<file path="src/rtl/obi_lsu_initiator.sv">
// obi_lsu_initiator
//   Load/store initiator for a req/gnt/rvalid memory data port. Takes byte, half
//   and word commands from a valid/ready source and issues word-aligned bus
//   requests with byte enables and lane-replicated write data. Up to
//   MAX_OUTSTANDING granted transactions are tracked in a small FIFO. Responses
//   come back in order, and load data is lane-extracted and sign/zero-extended.
//
// Ports
//   clk_i, rst_ni      clock (rising edge), asynchronous active-low reset
//   cmd_valid_i/ready_o command handshake; addr/we/size/unsigned/wdata qualify it
//   data_req_o/gnt_i   bus address phase; addr/we/be/wdata qualify the request
//   data_rvalid_i/rdata_i bus response phase, one per grant, in order
//   rsp_valid_o        one-cycle response pulse with rsp_we_o and rsp_rdata_o
//   busy_o             a request is pending or a granted transaction awaits rvalid
//
// Handshakes: a command transfers on a rising edge where cmd_valid_i && cmd_ready_o.
// A bus request transfers on a rising edge where data_req_o && data_gnt_i. Until then
// the request and all its qualifiers stay stable. rsp_valid_o is not backpressured.

module obi_lsu_initiator #(
  parameter int ADDR_WIDTH      = 32,
  parameter int MAX_OUTSTANDING = 2
) (
  input  logic                  clk_i,
  input  logic                  rst_ni,
  input  logic                  cmd_valid_i,
  output logic                  cmd_ready_o,
  input  logic [ADDR_WIDTH-1:0] cmd_addr_i,
  input  logic                  cmd_we_i,
  input  logic [1:0]            cmd_size_i,
  input  logic                  cmd_unsigned_i,
  input  logic [31:0]           cmd_wdata_i,
  output logic                  data_req_o,
  input  logic                  data_gnt_i,
  output logic [ADDR_WIDTH-1:0] data_addr_o,
  output logic                  data_we_o,
  output logic [3:0]            data_be_o,
  output logic [31:0]           data_wdata_o,
  input  logic                  data_rvalid_i,
  input  logic [31:0]           data_rdata_i,
  output logic                  rsp_valid_o,
  output logic                  rsp_we_o,
  output logic [31:0]           rsp_rdata_o,
  output logic                  busy_o
);

  localparam int CW = $clog2(MAX_OUTSTANDING + 1);
  localparam int PW = (MAX_OUTSTANDING > 1) ? $clog2(MAX_OUTSTANDING) : 1;
  localparam int OW = CW + 1;
  localparam logic [OW-1:0] MAX_OCC  = OW'(MAX_OUTSTANDING);
  localparam logic [PW-1:0] LAST_PTR = PW'(MAX_OUTSTANDING - 1);

  // Per-transaction info needed to shape the response once rvalid arrives.
  typedef struct packed {
    logic       we;
    logic [1:0] size;
    logic       uns;
    logic [1:0] off;
  } track_t;

  // Request register
  logic                  run_q;
  logic                  req_q;
  logic [ADDR_WIDTH-1:0] addr_q;
  logic                  we_q;
  logic [3:0]            be_q;
  logic [31:0]           wdata_q;
  logic [1:0]            size_q;
  logic                  uns_q;
  logic [1:0]            off_q;

  // Tracking FIFO
  track_t                fifo_q [MAX_OUTSTANDING];
  logic [PW-1:0]         wptr_q, rptr_q;
  logic [CW-1:0]         count_q;
  track_t                head;

  // Response register
  logic                  rsp_valid_q;
  logic                  rsp_we_q;
  logic [31:0]           rsp_rdata_q;

  // Command decode
  logic [1:0]            cmd_size_n;
  logic [1:0]            cmd_off;
  logic [3:0]            cmd_be;
  logic [31:0]           cmd_wdata;
  logic                  cmd_accept;
  logic                  push, pop;
  logic [OW-1:0]         occupancy;
  logic [31:0]           lane;
  logic [31:0]           ext;

  function automatic logic [PW-1:0] ptr_inc(input logic [PW-1:0] p);
    return (p == LAST_PTR) ? '0 : p + 1'b1;
  endfunction

  // Size 11 is handled as a word. Offset bits below the access size are dropped,
  // so an access never straddles a word.
  always_comb begin
    cmd_size_n = (cmd_size_i == 2'b11) ? 2'b10 : cmd_size_i;
    cmd_off    = 2'b00;
    cmd_be     = 4'b1111;
    cmd_wdata  = cmd_wdata_i;
    case (cmd_size_n)
      2'b00: begin
        cmd_off   = cmd_addr_i[1:0];
        cmd_be    = 4'b0001 << cmd_addr_i[1:0];
        cmd_wdata = {4{cmd_wdata_i[7:0]}};
      end
      2'b01: begin
        cmd_off   = {cmd_addr_i[1], 1'b0};
        cmd_be    = 4'b0011 << {cmd_addr_i[1], 1'b0};
        cmd_wdata = {2{cmd_wdata_i[15:0]}};
      end
      default: ;
    endcase
  end

  // A pending request already owns a FIFO slot, so it counts toward occupancy.
  // run_q keeps cmd_ready_o low while in reset and for the first cycle after.
  assign occupancy   = OW'(count_q) + OW'(req_q);
  assign cmd_ready_o = run_q && (!req_q || data_gnt_i) && (occupancy < MAX_OCC);
  assign cmd_accept  = cmd_valid_i && cmd_ready_o;
  assign push        = req_q && data_gnt_i;
  assign pop         = data_rvalid_i && (count_q != '0);

  always_ff @(posedge clk_i or negedge rst_ni) begin
    if (!rst_ni) begin
      run_q   <= 1'b0;
      req_q   <= 1'b0;
      addr_q  <= '0;
      we_q    <= 1'b0;
      be_q    <= '0;
      wdata_q <= '0;
      size_q  <= '0;
      uns_q   <= 1'b0;
      off_q   <= '0;
    end else begin
      run_q <= 1'b1;
      if (cmd_accept) begin
        req_q   <= 1'b1;
        addr_q  <= {cmd_addr_i[ADDR_WIDTH-1:2], 2'b00};
        we_q    <= cmd_we_i;
        be_q    <= cmd_be;
        wdata_q <= cmd_wdata;
        size_q  <= cmd_size_n;
        uns_q   <= cmd_unsigned_i;
        off_q   <= cmd_off;
      end else if (data_gnt_i) begin
        req_q <= 1'b0;
      end
    end
  end

  always_ff @(posedge clk_i or negedge rst_ni) begin
    if (!rst_ni) begin
      wptr_q  <= '0;
      rptr_q  <= '0;
      count_q <= '0;
    end else begin
      if (push) wptr_q <= ptr_inc(wptr_q);
      if (pop)  rptr_q <= ptr_inc(rptr_q);
      case ({push, pop})
        2'b10:   count_q <= count_q + 1'b1;
        2'b01:   count_q <= count_q - 1'b1;
        default: ;
      endcase
    end
  end

  // Storage needs no reset: entries are only read when count_q says they are valid.
  always_ff @(posedge clk_i) begin
    if (push) fifo_q[wptr_q] <= '{we: we_q, size: size_q, uns: uns_q, off: off_q};
  end

  assign head = fifo_q[rptr_q];

  always_comb begin
    lane = data_rdata_i >> {head.off, 3'b000};
    ext  = lane;
    case (head.size)
      2'b00:   ext = {{24{!head.uns && lane[7]}}, lane[7:0]};
      2'b01:   ext = {{16{!head.uns && lane[15]}}, lane[15:0]};
      default: ;
    endcase
    if (head.we) ext = '0;
  end

  always_ff @(posedge clk_i or negedge rst_ni) begin
    if (!rst_ni) begin
      rsp_valid_q <= 1'b0;
      rsp_we_q    <= 1'b0;
      rsp_rdata_q <= '0;
    end else begin
      rsp_valid_q <= pop;
      if (pop) begin
        rsp_we_q    <= head.we;
        rsp_rdata_q <= ext;
      end
    end
  end

  assign data_req_o   = req_q;
  assign data_addr_o  = addr_q;
  assign data_we_o    = we_q;
  assign data_be_o    = be_q;
  assign data_wdata_o = wdata_q;
  assign rsp_valid_o  = rsp_valid_q;
  assign rsp_we_o     = rsp_we_q;
  assign rsp_rdata_o  = rsp_rdata_q;
  assign busy_o       = req_q || (count_q != '0);

endmodule

</file>
<file path="config.mk">
export PLATFORM = sky130hd
export DESIGN_NAME = obi_lsu_initiator
export DESIGN_NICKNAME = d
export VERILOG_FILES = /design/src/rtl/obi_lsu_initiator.sv
export SDC_FILE = /design/constraint.sdc
export NUM_CORES = 1
export LEC_CHECK = 0
export ABC_AREA = 0
export CAP_MARGIN = 20
export CORE_ASPECT_RATIO = 0.6
export CORE_UTILIZATION = 46
export CTS_BUF_LIST = sky130_fd_sc_hd__clkbuf_2 sky130_fd_sc_hd__clkbuf_4 sky130_fd_sc_hd__clkbuf_8
export CTS_CLUSTER_DIAMETER = 80
export DETAILED_ROUTE_END_ITERATION = 7
export PLACE_DENSITY_LB_ADDON = 0.08
export SLEW_MARGIN = 40
export SYNTH_ARGS = -nofsm -noshare
export SYNTH_HDL_FRONTEND = slang
export SYNTH_SLANG_ARGS = --single-unit
</file>
<file path="constraint.sdc">
create_clock -name clk_i -period 2.22 [get_ports clk_i]
set_clock_uncertainty 0.05 [all_clocks]
set_input_delay 0.555 -clock clk_i [delete_from_list [all_inputs] [get_ports clk_i]]
set_output_delay 0.555 -clock clk_i [all_outputs]
set_load 0.01 [all_outputs]
</file>
---- After elaboration in Yosys (flattened, before gate mapping) ----
Memory sizes are Yosys's and may differ from the RTL's.
Cells that the tools add are included.
word-level totals
  register bits after elaboration ......... 112
  RAM bits ................................ 12
  input port bits ......................... 105
  output and inout port bits .............. 106
  memories kept ........................... 1
memory list
  memory  words  width  read ports  clocked after Yosys merged registers in  write ports  line  RTL
  fifo_q  2      6      1           0                                        1            73    track_t fifo_q [MAX_OUTSTANDING];
cells by class
  add/subtract/negate cells ............... 5
  order comparisons ....................... 1
  equal/unequal tests ..................... 5
  shifts and indexed selects .............. 3
  muxes and demuxes ....................... 13
  reduce and logical (&&, ||, !) cells .... 16
operator list
  operator                                                                      count
  32-bit case mux with 2 select lines                                           2
  32-bit two-way mux                                                            1
  32-bit by 5-bit >> shifter with 32-bit output                                 1
  2-bit case mux with 2 select lines                                            2
  4-bit case mux with 2 select lines                                            1
  1-bit logical AND                                                             7
  2-bit by 1-bit == test with 1-bit output, second input constant               3
  1-bit two-way mux                                                             6
  2-bit nonzero test                                                            3
  2-bit == test, second input constant                                          2
  2-bit zero test                                                               2
  1-bit by 2-bit << shifter with 4-bit output, first input constant             1
  2-bit by 2-bit << shifter with 4-bit output, first input constant             1
  2-bit by 1-bit adder with 3-bit output                                        1
  3-bit by 2-bit less-than comparator with 1-bit output, second input constant  1
  1-bit adder, second input constant                                            2
  2-bit by 1-bit adder with 2-bit output, second input constant                 1
  1-bit zero test                                                               2
  1-bit logical OR                                                              2
  2-bit two-way mux                                                             1
  2-bit by 1-bit subtractor with 2-bit output, second input constant            1

---- Longest topological paths before layout ----
Gate-level depths: netlist of run 1.
  depth in word-level cells ............... 6
  gate-level depth with buffers ........... 7
  depth with buffers taken out ............ 6

---- Least setup slack after synthesis of run 1 ----
Ideal clock, no wire load.
  path kind ............................... flip-flop to flip-flop
  from .................................... memory fifo_q[1][0] in the netlist's numbering
  to ...................................... register rsp_rdata_q[22] (netlist: rsp_rdata_o[22])
  arrival time ............................ 1801 ps
  slack ................................... 226 ps
  cell stages (with the launch flop) ...... 7
  buffers on the path ..................... 1
  period minus slack after synthesis ...... 1994 ps
  cells stage by stage .................... edfxtp_1 > mux2i_2 > mux2i_1 > o32ai_4 > a2bb2oi_4 > buf_6 > o211ai_1
on the way
  longest elaborated chain between the ends .. 5
  elaborated cells on any way between the ends .. 6
RTL lines
  element                                          line      RTL
  start: declaration                               73
  memory read 2 x 6 bit *                          -
  32-bit by 5-bit >> shifter with 32-bit output *  180       lane = data_rdata_i >> {head.off, 3'b000};
  1-bit logical AND, on equally long branches      184, 183
  32-bit case mux with 2 select lines *            182       case (head.size)
  32-bit two-way mux *                             187       if (head.we) ext = '0;
  end signal: assignment                           199       rsp_rdata_q <= ext;
  end: declaration                                 81        logic [31:0] rsp_rdata_q;
Mark *: on every way between the ends. The rest lies on a longest branch, timed or not.
A chain may end at the register's enable or synchronous reset.

---- Worst setup path after layout of run 1 ----
  from .................................... register count_q[0]
  to ...................................... output busy_o
on the way
  longest elaborated chain between the ends .. 2
RTL lines
  element                   line  RTL
  start: declaration        75    logic [CW-1:0] count_q;
  start signal: assignment  165   2'b10: count_q <= count_q + 1'b1;
  start signal: assignment  166   2'b01: count_q <= count_q - 1'b1;
  2-bit nonzero test        212   assign busy_o = req_q || (count_q != '0);
  1-bit logical OR          212
  end: declaration          44    output logic busy_o
No other way between the ends.

==> metrics.txt, run 1 <==
outcome complete, no violations; R2R depth 8; area of the multi-input gates 0.00228 sq mm; final setup violation count 0; via count 4561; Ant. Diodes 0; Rel. slew slack 0.623; area leader, netlist dfrtp_1; post-synthesis cell type count 48; fin nets 806; total track usage 0.261; FF/Latch Area 0.00316 sq mm; CP required 1.62 ns; Post-synth EDFFs 12; Setup crit start kind flip-flop; Seq/Total Area, Yosys 0.569; number of core rows 30; static leakage 3.67 nW; hpwl dp 11700 um; Worst-Margin Slew 0.565 ns; RSZ-0062 raised after global routing false; hold crit path type input port to asynchronous set/reset pin; Avg Cell Area, Syn 12.0 sq um; DRT iter0 DRCs 155; #FFs+latches synth 124; initial antenna violation count 0; Num CTS Buffers 17; CTS tree built; crit-path cells or3_1, dlygate4sd2_1; fin area 0.00852 sq mm; most common cell in the netlist dfrtp_1; final WL 15800 um; clk sinks 124; root buf cell clkbuf_8; core area 0.0115 sq mm; Design Power 0.0110 W; share of post-route cells with drive strength above 1 0.189; IO buf count 208; total of max-cap violations 0; fmax 467 MHz; total gr overflow 0; Post-DP Area 0.00807 sq mm; Die Y 87.1 um; Synth top area share 0.504; P&R area growth vs syn 53.4%; critical path peak fanout 4; number of hold violations in the final report 0; Setup crit end kind primary output; DRC 0; Buf/Inv on CP 1; synth cell count leaders dfrtp_1 (112), nand2_1 (56), mux2_2 (50), mux2i_1 (40), o21ai_0 (32); drt wl/cell 18.1 um; number of I/O pins 211; Cell Pwr Density 1280 mW/mm^2; Die W 144 um; GP Congestion 0.831; fin crit period 2.14 ns; vias in the first global route 4642; Crit-path slowest cell dfrtp_2; clock-pin slew on the worst setup and hold paths 0.08 ns; Synth Flop Type dfrtp_1; max-slew violations 0; synthesized area 0.00556 sq mm; Fillers 822; R2R Path End rsp_rdata_o[15]; Critical R2R Launch fifo_q[1][0]; clock latency at the later pin of the worst-skew pair 0.42 ns; critical path's top delay family flip-flops; asr flop ratio synth 0.903; top post-synthesis cells by area dfrtp_1 (50%), mux2_2 (10%), mux2i_1 (7.2%), edfxtp_1 (6.5%), nand2_1 (3.8%); CP Class flip-flop to primary output; reg2reg setup slack 0.09 ns; largest net degree at the start of global routing 38; Initial DRT Pass Iterations 4; Max Root-Sink Buffers 2; Hold Buf Count CTS 0; Initial Util 0.482; critical path's largest stage delay 0.43 ns; Die Area 0.0125 sq mm; Period Utilization, post-route 0.965; DR vias/cell 5.22; worst vdd ir 0.741 mV; Crit. Startpoint count_q[0]; global-route wire length before repair 24200 um; ANT nets after route 0; Synthesis Warnings 0; Arrival @ worst endpoint 1.54 ns; H-tree levels 4; final hold slack 0.0542 ns; Post-Synthesis Cells 462
-- stage by stage --
stage,worst slack [ns],TNS (ns),util,std cells
floorplan,0.226,0,-,463
global placement,-0.333,-1.40,0.700,840
CTS,0.00594,0,0.737,872
detailed placement,-0.323,-3.55,0.700,840
finish,0.0771,0,0.740,873
global route,0.0104,0,0.740,873
-- layer usage --
layer | track usage | wire length (um) | vias up
met5 | 0 | 0 | -
met3 | 0.0902 | 1170 | 16
met4 | 0.0957 | 200 | 0
li1 | - | - | 2139
met1 | 0.350 | 7270 | 2245
met2 | 0.393 | 7140 | 161
-- registers in the layout, indices dropped and copies added (netlist names), 2 cells and up --
name	count
count_q	2
data_addr_o	30
data_be_o	4
data_wdata_o	32
fifo_q	12
off_q	2
rsp_rdata_o	32
size_q	2
-- layout by cell type (no fill, tap or decap), types with 7 or more instances in the layout --
master | synthesis | layout
a221oi_1 | 7 | 7
nor2_1 | 29 | 28
buf_4 | 2 | 30
a22oi_1 | 8 | 8
a22o_1 | 8 | 8
mux2i_1 | 40 | 39
edfxtp_1 | 12 | 12
dfrtp_1 | 112 | 111
clkbuf_8 | 0 | 18
mux2_2 | 50 | 50
clkdlybuf4s50_1 | 0 | 205
buf_12 | 0 | 7
o21ai_0 | 32 | 32
o211ai_1 | 9 | 9
a21oi_1 | 19 | 18
nand2_1 | 56 | 55
-- power breakdown --
part	total (W)	switching [W]	leakage, nW	internal (W)
Sequential	0.00395	0.000619	1.50	0.00333
Combinational	0.00490	0.00208	1.97	0.00282
Clock	0.00210	0.000942	0.202	0.00116
Total	0.0110	0.00364	3.67	0.00731
-- cells by family (layout without fill, tap and decap cells) --
family | after synthesis | count (layout) | share of synthesized area
adders and majority gates | 1 | 1 | 0.00225
other | 2 | 3 | 0.00135
and+or+nand+nor | 106 | 106 | 0.0885
DFF | 124 | 124 | 0.569
muxes | 92 | 92 | 0.180
buffers and inverters | 31 | 281 | 0.0275
AOI/OAI and AO/OA | 101 | 101 | 0.123
xor gates and xnor gates | 5 | 5 | 0.00788
-- worst max path at each step --
stage / end / slack (ns) / depth (start not counted)
5_1_grt: cmd_ready_o / 0.01 / 5
4_1_cts: busy_o / 0.006 / 2
2_1_floorplan: rsp_rdata_o[22] / 0.23 / 6
3_5_place_dp: cmd_ready_o / -0.32 / 5
3_3_place_gp: cmd_ready_o / -0.33 / 5
6_report: busy_o / 0.08 / 2
-- timing repair --
action                     4_1_cts  5_1_grt
pin swaps                        0        0
setup endpoints to repair        2        8
gates resized for setup          6        6
buffers inserted                 0        1
-- final cells by class --
class | count | area share
sequential | 124 | 0.371
timing repair buffer | 245 | 0.287
multi-input combinational | 308 | 0.268
clock buffer | 19 | 0.0299
tap | 160 | 0.0235
clock inverter | 13 | 0.0195
inverter | 4 | 0.00176
No activity file was read; power rests on OpenSTA's default activity.
==> inputs of run 2 (changes only) <==
--- a/config.mk
+++ b/config.mk
@@ -6,7 +6,6 @@
 export NUM_CORES = 1
 export LEC_CHECK = 0
 export ABC_AREA = 0
-export CAP_MARGIN = 20
 export CORE_ASPECT_RATIO = 0.6
 export CORE_UTILIZATION = 46
 export CTS_BUF_LIST = sky130_fd_sc_hd__clkbuf_2 sky130_fd_sc_hd__clkbuf_4 sky130_fd_sc_hd__clkbuf_8
==> results of run 2 <==
Final layout, timing and power as in run 1 (identical DEF).
